File: src/rtl/prog_fetch_ctrl.sv
// Instruction-fetch sequencer for the program memory region, with branch redirect and latched fetch faults.
// Optional fetch/stall performance counters are enabled with the FETCH_PERF_EN macro.
module prog_fetch_ctrl #(
  parameter logic [31:0] RESET_PC = 32'h0000_0410,
  parameter int unsigned MEM_LAT  = 1,
  parameter int unsigned PC_STEP  = 4
) (
  input  logic        CLK,
  input  logic        RST,
  input  logic        iStart,
  output logic [31:0] oAddrProg,
  input  logic        iCS_P,
  output logic        oMemRd,
  input  logic [31:0] iMemData,
  output logic [31:0] oInst,
  output logic [31:0] oPC,
  output logic        oInstValid,
  input  logic        iInstReady,
  input  logic        iBranch,
  input  logic [31:0] iBranchTarget,
  output logic        oFault,
  output logic [1:0]  oFaultCode,
  output logic [31:0] oFaultAddr,
  input  logic        iClearFault
`ifdef FETCH_PERF_EN
  ,
  output logic [31:0] oFetchCount,
  output logic [31:0] oStallCount
`endif
);

  localparam int unsigned CNT_W = 3;
  localparam logic [CNT_W-1:0] CNT_INIT = CNT_W'(MEM_LAT - 1);
  localparam logic [31:0] STEP = 32'(PC_STEP);
  localparam logic [1:0] CODE_NONE  = 2'b00;
  localparam logic [1:0] CODE_RANGE = 2'b01;
  localparam logic [1:0] CODE_ALIGN = 2'b10;

  typedef enum logic [2:0] {
    S_IDLE,
    S_REQ,
    S_WAIT,
    S_HOLD,
    S_FAULT
  } state_t;

  state_t           state;
  state_t           state_nxt;
  logic [31:0]      pc;
  logic [31:0]      pc_nxt;
  logic [CNT_W-1:0] cnt;
  logic             misaligned;

  assign oAddrProg  = pc;
  assign misaligned = (pc[1:0] != 2'b00);

  // Next state and next PC; a branch always takes priority over the normal flow.
  always_comb begin
    state_nxt = state;
    pc_nxt    = pc;
    case (state)
      S_IDLE: begin
        if (iBranch) pc_nxt = iBranchTarget;
        if (iStart)  state_nxt = S_REQ;
      end
      S_REQ: begin
        if (iBranch) begin
          pc_nxt    = iBranchTarget;
          state_nxt = S_REQ;
        end else if (misaligned || !iCS_P) begin
          state_nxt = S_FAULT;
        end else begin
          state_nxt = S_WAIT;
        end
      end
      S_WAIT: begin
        if (iBranch) begin
          pc_nxt    = iBranchTarget;
          state_nxt = S_REQ;
        end else if (cnt == '0) begin
          state_nxt = S_HOLD;
        end
      end
      S_HOLD: begin
        if (iBranch) begin
          pc_nxt    = iBranchTarget;
          state_nxt = S_REQ;
        end else if (iInstReady) begin
          pc_nxt    = pc + STEP;
          state_nxt = S_REQ;
        end
      end
      S_FAULT: begin
        if (iClearFault) begin
          pc_nxt    = RESET_PC;
          state_nxt = S_IDLE;
        end
      end
      default: begin
        state_nxt = S_IDLE;
        pc_nxt    = RESET_PC;
      end
    endcase
  end

  // State, PC and registered outputs.
  always_ff @(posedge CLK) begin
    if (RST) begin
      state      <= S_IDLE;
      pc         <= RESET_PC;
      cnt        <= '0;
      oMemRd     <= 1'b0;
      oInst      <= '0;
      oPC        <= '0;
      oInstValid <= 1'b0;
      oFault     <= 1'b0;
      oFaultCode <= CODE_NONE;
      oFaultAddr <= '0;
    end else begin
      state  <= state_nxt;
      pc     <= pc_nxt;
      oMemRd <= (state_nxt == S_REQ) && (pc_nxt[1:0] == 2'b00);
      case (state)
        S_REQ: begin
          if (!iBranch) begin
            if (misaligned) begin
              oFault     <= 1'b1;
              oFaultCode <= CODE_ALIGN;
              oFaultAddr <= pc;
            end else if (!iCS_P) begin
              oFault     <= 1'b1;
              oFaultCode <= CODE_RANGE;
              oFaultAddr <= pc;
            end else begin
              cnt <= CNT_INIT;
            end
          end
        end
        S_WAIT: begin
          if (!iBranch) begin
            if (cnt == '0) begin
              oInst      <= iMemData;
              oPC        <= pc;
              oInstValid <= 1'b1;
            end else begin
              cnt <= cnt - CNT_W'(1);
            end
          end
        end
        S_HOLD: begin
          if (iBranch || iInstReady) oInstValid <= 1'b0;
        end
        S_FAULT: begin
          if (iClearFault) begin
            oFault     <= 1'b0;
            oFaultCode <= CODE_NONE;
          end
        end
        default: ;
      endcase
    end
  end

`ifdef FETCH_PERF_EN
  // Saturating handshake and stall counters, cleared only by reset.
  always_ff @(posedge CLK) begin
    if (RST) begin
      oFetchCount <= '0;
      oStallCount <= '0;
    end else if (state == S_HOLD) begin
      if (iInstReady && (oFetchCount != 32'hFFFF_FFFF)) oFetchCount <= oFetchCount + 32'd1;
      if (!iInstReady && (oStallCount != 32'hFFFF_FFFF)) oStallCount <= oStallCount + 32'd1;
    end
  end
`endif

endmodule

File: config.mk
export PLATFORM = sky130hd
export DESIGN_NAME = prog_fetch_ctrl
export DESIGN_NICKNAME = d
export VERILOG_FILES = /design/src/rtl/prog_fetch_ctrl.sv
export SDC_FILE = /design/constraint.sdc
export NUM_CORES = 1
export LEC_CHECK = 0
export BUFFER_PORTS_ARGS = -buffer_cell sky130_fd_sc_hd__buf_2
export CORE_MARGIN = 3
export CORE_UTILIZATION = 40
export CTS_CLUSTER_DIAMETER = 200
export DETAILED_ROUTE_END_ITERATION = 10
export GPL_TIMING_DRIVEN = 0
export HOLD_SLACK_MARGIN = 0.05
export PLACE_DENSITY = 0.68
export SYNTH_ARGS = -nofsm -noshare
export SYNTH_HDL_FRONTEND = slang
export SYNTH_SLANG_ARGS = --single-unit
export TNS_END_PERCENT = 50
File: constraint.sdc
create_clock -name CLK -period 2.05 [get_ports CLK]
set_input_delay 0.205 -clock CLK [delete_from_list [all_inputs] [get_ports CLK]]
set_output_delay 0.205 -clock CLK [all_outputs]
set_load 0.02 [all_outputs]
After elaboration in Yosys (flattened, before gate mapping)
Cells that the tools add are included.

cells by class
  div/mod/pow operators = 0
  reduce and logical (&&, ||, !) cells = 18
  add/subtract/negate cells = 2
  bitwise operators = 1
  equality and inequality tests = 17
  shifts and indexed selects = 0
  multiplexer cells = 36
  multiply operators = 0
  order comparisons = 0

operators with widths
  cell                                                  count
  2-to-1 mux 32 bit                                     6
  case mux 32 bit (3 select lines)                      1
  2-to-1 mux 3 bit                                      13
  adder 32 x 3 -> 32 bit (second input constant)        1
  != test 2 bit (second input constant)                 8
  case mux 3 bit (5 select lines)                       1
  AND reduction 3 bit                                   3
  2-to-1 mux 2 bit                                      4
  AND reduction 4 bit                                   2
  nonzero test 2 bit                                    4
  2-to-1 mux 1 bit                                      7
  equality test 3 x 1 -> 1 bit (second input constant)  2
  equality test 3 x 2 -> 1 bit (second input constant)  2
  logical NOT 3 bit                                     2
  != test 3 bit (second input constant)                 2
  case mux 3 bit (2 select lines)                       1
  AND reduction 6 bit                                   1
  != test 2 x 1 -> 1 bit (second input constant)        2
  case mux 1 bit (2 select lines)                       2
  case mux 2 bit (2 select lines)                       1
  equality test 3 bit (second input constant)           1
  OR reduction 3 bit                                    1
  subtractor 3 x 1 -> 3 bit (second input constant)     1
  logical NOT 2 bit                                     1
  4 further kinds                                       5

word-level totals
  memory bits (writable) = 0
  output and inout bits = 133
  register bits = 139
  memories = 0
  logic and storage cells = 85
  input bits = 71
  latch bits = 0
  ROM bits = 0

Longest topological paths before layout
  depth after elaboration = 7
  gate-level depth with buffers = 8
  gate-level depth less buffers = 7

Least setup slack after synthesis
OpenSTA, ideal clock, no wires.

  path kind = flip-flop to flip-flop
  from = register pc[2], in the netlist oAddrProg[2]
  to = register pc[26], in the netlist oAddrProg[26]
  path buffers = 1
  setup slack = -191 ps
  cell stages (with the launch flop) = 8
  period minus slack after synthesis = 2241 ps
  arrival time = 2113 ps
  data required time = 1922 ps
  library setup time = 128 ps
  cells stage by stage = dfxtp_1 > ha_1 > nand3_4 > or4_4 > buf_6 > nor4_1 > xnor2_1 > o22ai_1

between the ends
  word-level cells in the longest chain between the ends = 4

RTL lines
  what                              line  RTL
  start, declared                   49    logic [31:0] pc;
  start signal, assigned            121   pc <= pc_nxt;
  adder 32 x 3 -> 32 bit            89    pc_nxt = pc + STEP;
  2-to-1 mux 32 bit                 88    end else if (iInstReady) begin
  2-to-1 mux 32 bit                 85    if (iBranch) begin
  case mux 32 bit (3 select lines)  61    case (state)

Every way passes these cells. The select of a mux whose other input is x is not followed.
A chain may end at the register's enable or synchronous reset.

Final worst setup path
  from = register pc[12], in the netlist oAddrProg[12]
  to = register pc[23], in the netlist oAddrProg[23]

Same word-level chain as after synthesis.

==> impl_summary.md <==
Run status
The run finished with clean final reports.

Timing
The final number of hold-violating endpoints was 0. The clock tree skew after final layout is approximately 0.0086 ns. Setup violations remaining at the end of the flow were counted as 0. Dividing the final minimum period by the clock period gives 0.980.

The highest attainable clock frequency is 0.498 GHz. The final worst-path setup slack is 0.0409 ns. For the finished layout, the period the worst path requires is roughly 2.0 ns. The accumulated negative setup slack is 0 ns. The normalized max-slew margin is 0.574. The max-slew violation total from the final report is 0. At the pin with the least slew margin, the transition time is around 0.63 ns. Setup repair after global routing could not meet its margin everywhere.

Clocking
The clock tree from TritonCTS is yes. The clock sink count is between 100 and 150. The clock-pin transition on the worst setup and hold timing paths is roughly 0.06 ns. The cell at the root of the clock tree is sky130_fd_sc_hd__clkbuf_16. The insertion delay of the later-clocked pin in the worst-skew pair is around 0.42 ns. The number of buffers inserted during clock tree synthesis is 17.

The clock tree synthesis step divided the H-tree into 4 levels. The longest clock path from root to sink contains 2 buffers.

Placement
Once placement completed, the tool counted placed cells totaling 1146. The pre-CTS setup slack is -0.348 ns. The final estimated routing congestion in global placement is 0.913. Input and output buffers added on the ports amount to just over 200.

The placed wire-length estimate after detailed placement is 14.5 mm.

Setup path
STA classifies the critical path endpoint as a flip-flop. The startpoint of the worst register-to-register path is oAddrProg[12]. The critical path in this run is classified as reg2reg.

For this run, the slowest stage of the critical path takes approximately 0.5 ns. Walking the worst path, the cells encountered are nand4_4 -> nor2_1 -> clkbuf_1 -> nand3_1 -> a21o_1 -> a22o_1. STA classifies the critical path startpoint as a flip-flop. The data required time at the worst endpoint is roughly 2.4 ns. In this run the worst path has a maximum fanout of 10. The minimum setup slack among reg-to-reg paths is between 0.04 and 0.05 ns. The length in cells of the worst reg-to-reg path is 6.

The largest individual stage delay along the critical path comes from the cell sky130_fd_sc_hd__dfxtp_1. The capturing point of the worst reg2reg path is oAddrProg[23]. The arrival time at the worst endpoint is 2.32 ns.

Yosys
The number of enable-type register cells in the synthesized netlist is 0. The most used flip-flop cell after synthesis is sky130_fd_sc_hd__dfxtp_1. After synthesis the cells add up to approximately 0.006 mm^2. The share of flip-flops with an asynchronous set or reset after synthesis is 0.

The fraction of post-synthesis cell area in the top cell type by area is 0.466. Sorting the synthesized cells by how often they occur yields sky130_fd_sc_hd__nand2_1 (209), sky130_fd_sc_hd__dfxtp_1 (139), sky130_fd_sc_hd__a21oi_1 (126). sky130_fd_sc_hd__nand2_1 is the most common cell in the netlist. The cell taking the most area after synthesis is sky130_fd_sc_hd__dfxtp_1. After synthesis, the cell types taking the most area are sky130_fd_sc_hd__dfxtp_1 (47%), sky130_fd_sc_hd__nand2_1 (13%), sky130_fd_sc_hd__a21oi_1 (11%). The count of warnings emitted by yosys is 0. In this run the mean area of a mapped cell was approximately 7.9 um^2. The share of synthesized area occupied by flip-flops and latches is 0.466. Counting every net in the synthesized netlist gives between 800 and 900. The distinct cell type count of the synthesized netlist is 56. The count of mapped cells out of synthesis is 760. The post-synthesis register bit count is around 140.

Worst hold path
The hold-critical path endpoint is oAddrProg[15]. The type of the tightest min-delay check is in2reg. The launch point of the worst hold path is iBranchTarget[15]. Along the worst hold path, the cell count comes to 3.

GRT
The first global-routing pass estimated 31.8 mm of wire. The largest net degree at the start of global routing is 17. The via count of the first global-routing pass is 5927. Across every metal layer, demand over resource in global routing totals 0.246. The initial antenna violation count is 0. Summed over all layers, the global routing overflow is 0.

Layout
Excluding fillers, the count of instances in the completed layout stands at around 1.2k. The area growth from synthesis to layout is 41.0%. The final cell utilization of the core is 0.577. The number of nets in the layout is ~1.1k. The final antenna diode count is 0. After filler insertion, the fill cell instance count of the layout stands at ~1.3k. Of the cells placed in the final design, the portion with a size suffix greater than 1 is 0.292.

Die
The standard-cell row count is 44. The initial core utilization is 0.409. The die width is between 100 and 150 um. In this run the count of I/O pins placed on the die edge is between 200 and 250.

Measured along the y axis, the die boundary spans ~130 um. After floorplanning, the core was sized to cover between 0.01 and 0.015 mm^2. The die covers about 0.016 mm^2.

Power
Internal power comes to about 0.0048 W. In this run the static leakage power is 3.57 nW. Of the total power, the share spent switching nets is 0.263. The fraction of power consumed by combinational cells is 0.104.

Of the total power, registers draw 0.434. The net switching power is ~0.0017 W. Dividing total power by cell area gives a power density of about 780 mW/mm^2. The portion of total power attributed to the clock network is 0.462.

The worst-case IR drop observed on VDD is about 0.53 mV.

Detailed routing
The total via count in the routed design is 6531. The detailed router finished its first iteration with a little over 600 violations. The number of routed nets with antenna violations is 0. The routed length per instance is ~17 um. Summed over all layers, the routed wires come to slightly above 20 mm. Dividing the detail-routed via count by the number of cells gives 5.34. After detailed routing, the number of remaining DRC violations is 0. The number of iterations in the first detailed-routing pass is 8.

Job
The count of max-cap constraint violations is 0.
metrics by stage:
| stage | hold WS, ns | power (W) | instance area, um^2 |
|---|---|---|---|
| floorplan | 0.322 | 0.00324 | 5980 |
| global placement | 0.422 | 0.00349 | 7220 |
| detailed placement | 0.416 | 0.00350 | 7220 |
| CTS | 0.0599 | 0.00657 | 8270 |
| global route | 0.0894 | 0.00677 | 8420 |
| finish | 0.0667 | 0.00656 | 8420 |
cell usage in the layout, fill, tap and decap left out, drive strengths merged, types with 10 or more instances in the layout:
| cell | n |
|---|---|
| o21ai | 23 |
| buf | 229 |
| nor3 | 14 |
| nor2 | 37 |
| nand4 | 13 |
| nor4 | 10 |
| nand2 | 209 |
| clkbuf | 59 |
| a22oi | 12 |
| a21oi | 126 |
| dlygate4sd3 | 37 |
| dfxtp | 139 |
| nand3 | 14 |
timing repair:
action,CTS,global route
hold buffers,37,0
hold endpoints to repair,37,0
resized for setup,33,27
buffers inserted,0,11
cloned,0,0
pin swaps,3,9
setup endpoints to repair,117,82
power by group through the flow:
stage	registers (W)	logic (W)	clock network, W
floorplan	0.00295	0.000286	0
global placement	0.00291	0.000587	0
detailed placement	0.00291	0.000590	0
CTS	0.00285	0.000657	0.00306
global route	0.00286	0.000736	0.00318
finish	0.00285	0.000680	0.00303
worst max-delay path, delay by kind of cell, from the launching register on:
family,cells,cell delay (ns)
and+or+nand+nor,3,0.63
DFF,1,0.50
buffers and inverters,1,0.41
AOI/OAI and AO/OA,2,0.37
how the worst max path moves through the flow:
stage                        startpoint              to  depth (start not counted)
after global placement         state[1]          oPC[6]                          7
after floorplan            oAddrProg[3]   oAddrProg[26]                          7
after CTS                  oAddrProg[2]   oAddrProg[28]                          7
after detailed placement       state[0]  oFaultAddr[31]                          6
final                     oAddrProg[12]   oAddrProg[23]                          6
after global routing           state[0]          cnt[2]                          6
sequential cells by signal, indices dropped and copies added (netlist names), 2 cells and up:
| signal | flops |
|---|---|
| cnt | 3 |
| oAddrProg | 32 |
| oFaultAddr | 32 |
| oFaultCode | 2 |
| oInst | 32 |
| oPC | 32 |
| state | 3 |
kinds of logic (layout without fill, tap and decap cells):
kind of cell / after synthesis / count (layout) / share of synthesized area
AOI/OAI and AO/OA: 205 / 205 / 0.199
and+or+nand+nor: 333 / 333 / 0.251
buffers and inverters: 67 / 347 / 0.0583
DFF: 139 / 139 / 0.466
xor gates and xnor gates: 12 / 12 / 0.0176
muxes: 1 / 1 / 0.00168
adders and majority gates: 3 / 3 / 0.00629
layer usage:
| metal | track usage | vias up | routed length (um) |
|---|---|---|---|
| met4 | 0.0905 | 0 | 568 |
| met5 | 0 | - | 0 |
| li1 | - | 3166 | - |
| met3 | 0.0729 | 38 | 1760 |
| met1 | 0.316 | 3018 | 8670 |
| met2 | 0.392 | 309 | 9770 |
layout make-up:
class | count | area, um^2 | area share
Sequential cell | 139 | 2800 | 0.332
Clock buffer | 18 | 429 | 0.0510
Multi-Input combinational cell | 554 | 2970 | 0.353
Clock inverter | 14 | 146 | 0.0174
Buffer | 58 | 350 | 0.0416
Timing Repair Buffer | 250 | 1460 | 0.174
Tap cell | 184 | 230 | 0.0273
Inverter | 7 | 26.3 | 0.00312
Power figures use the tool's default switching activity.
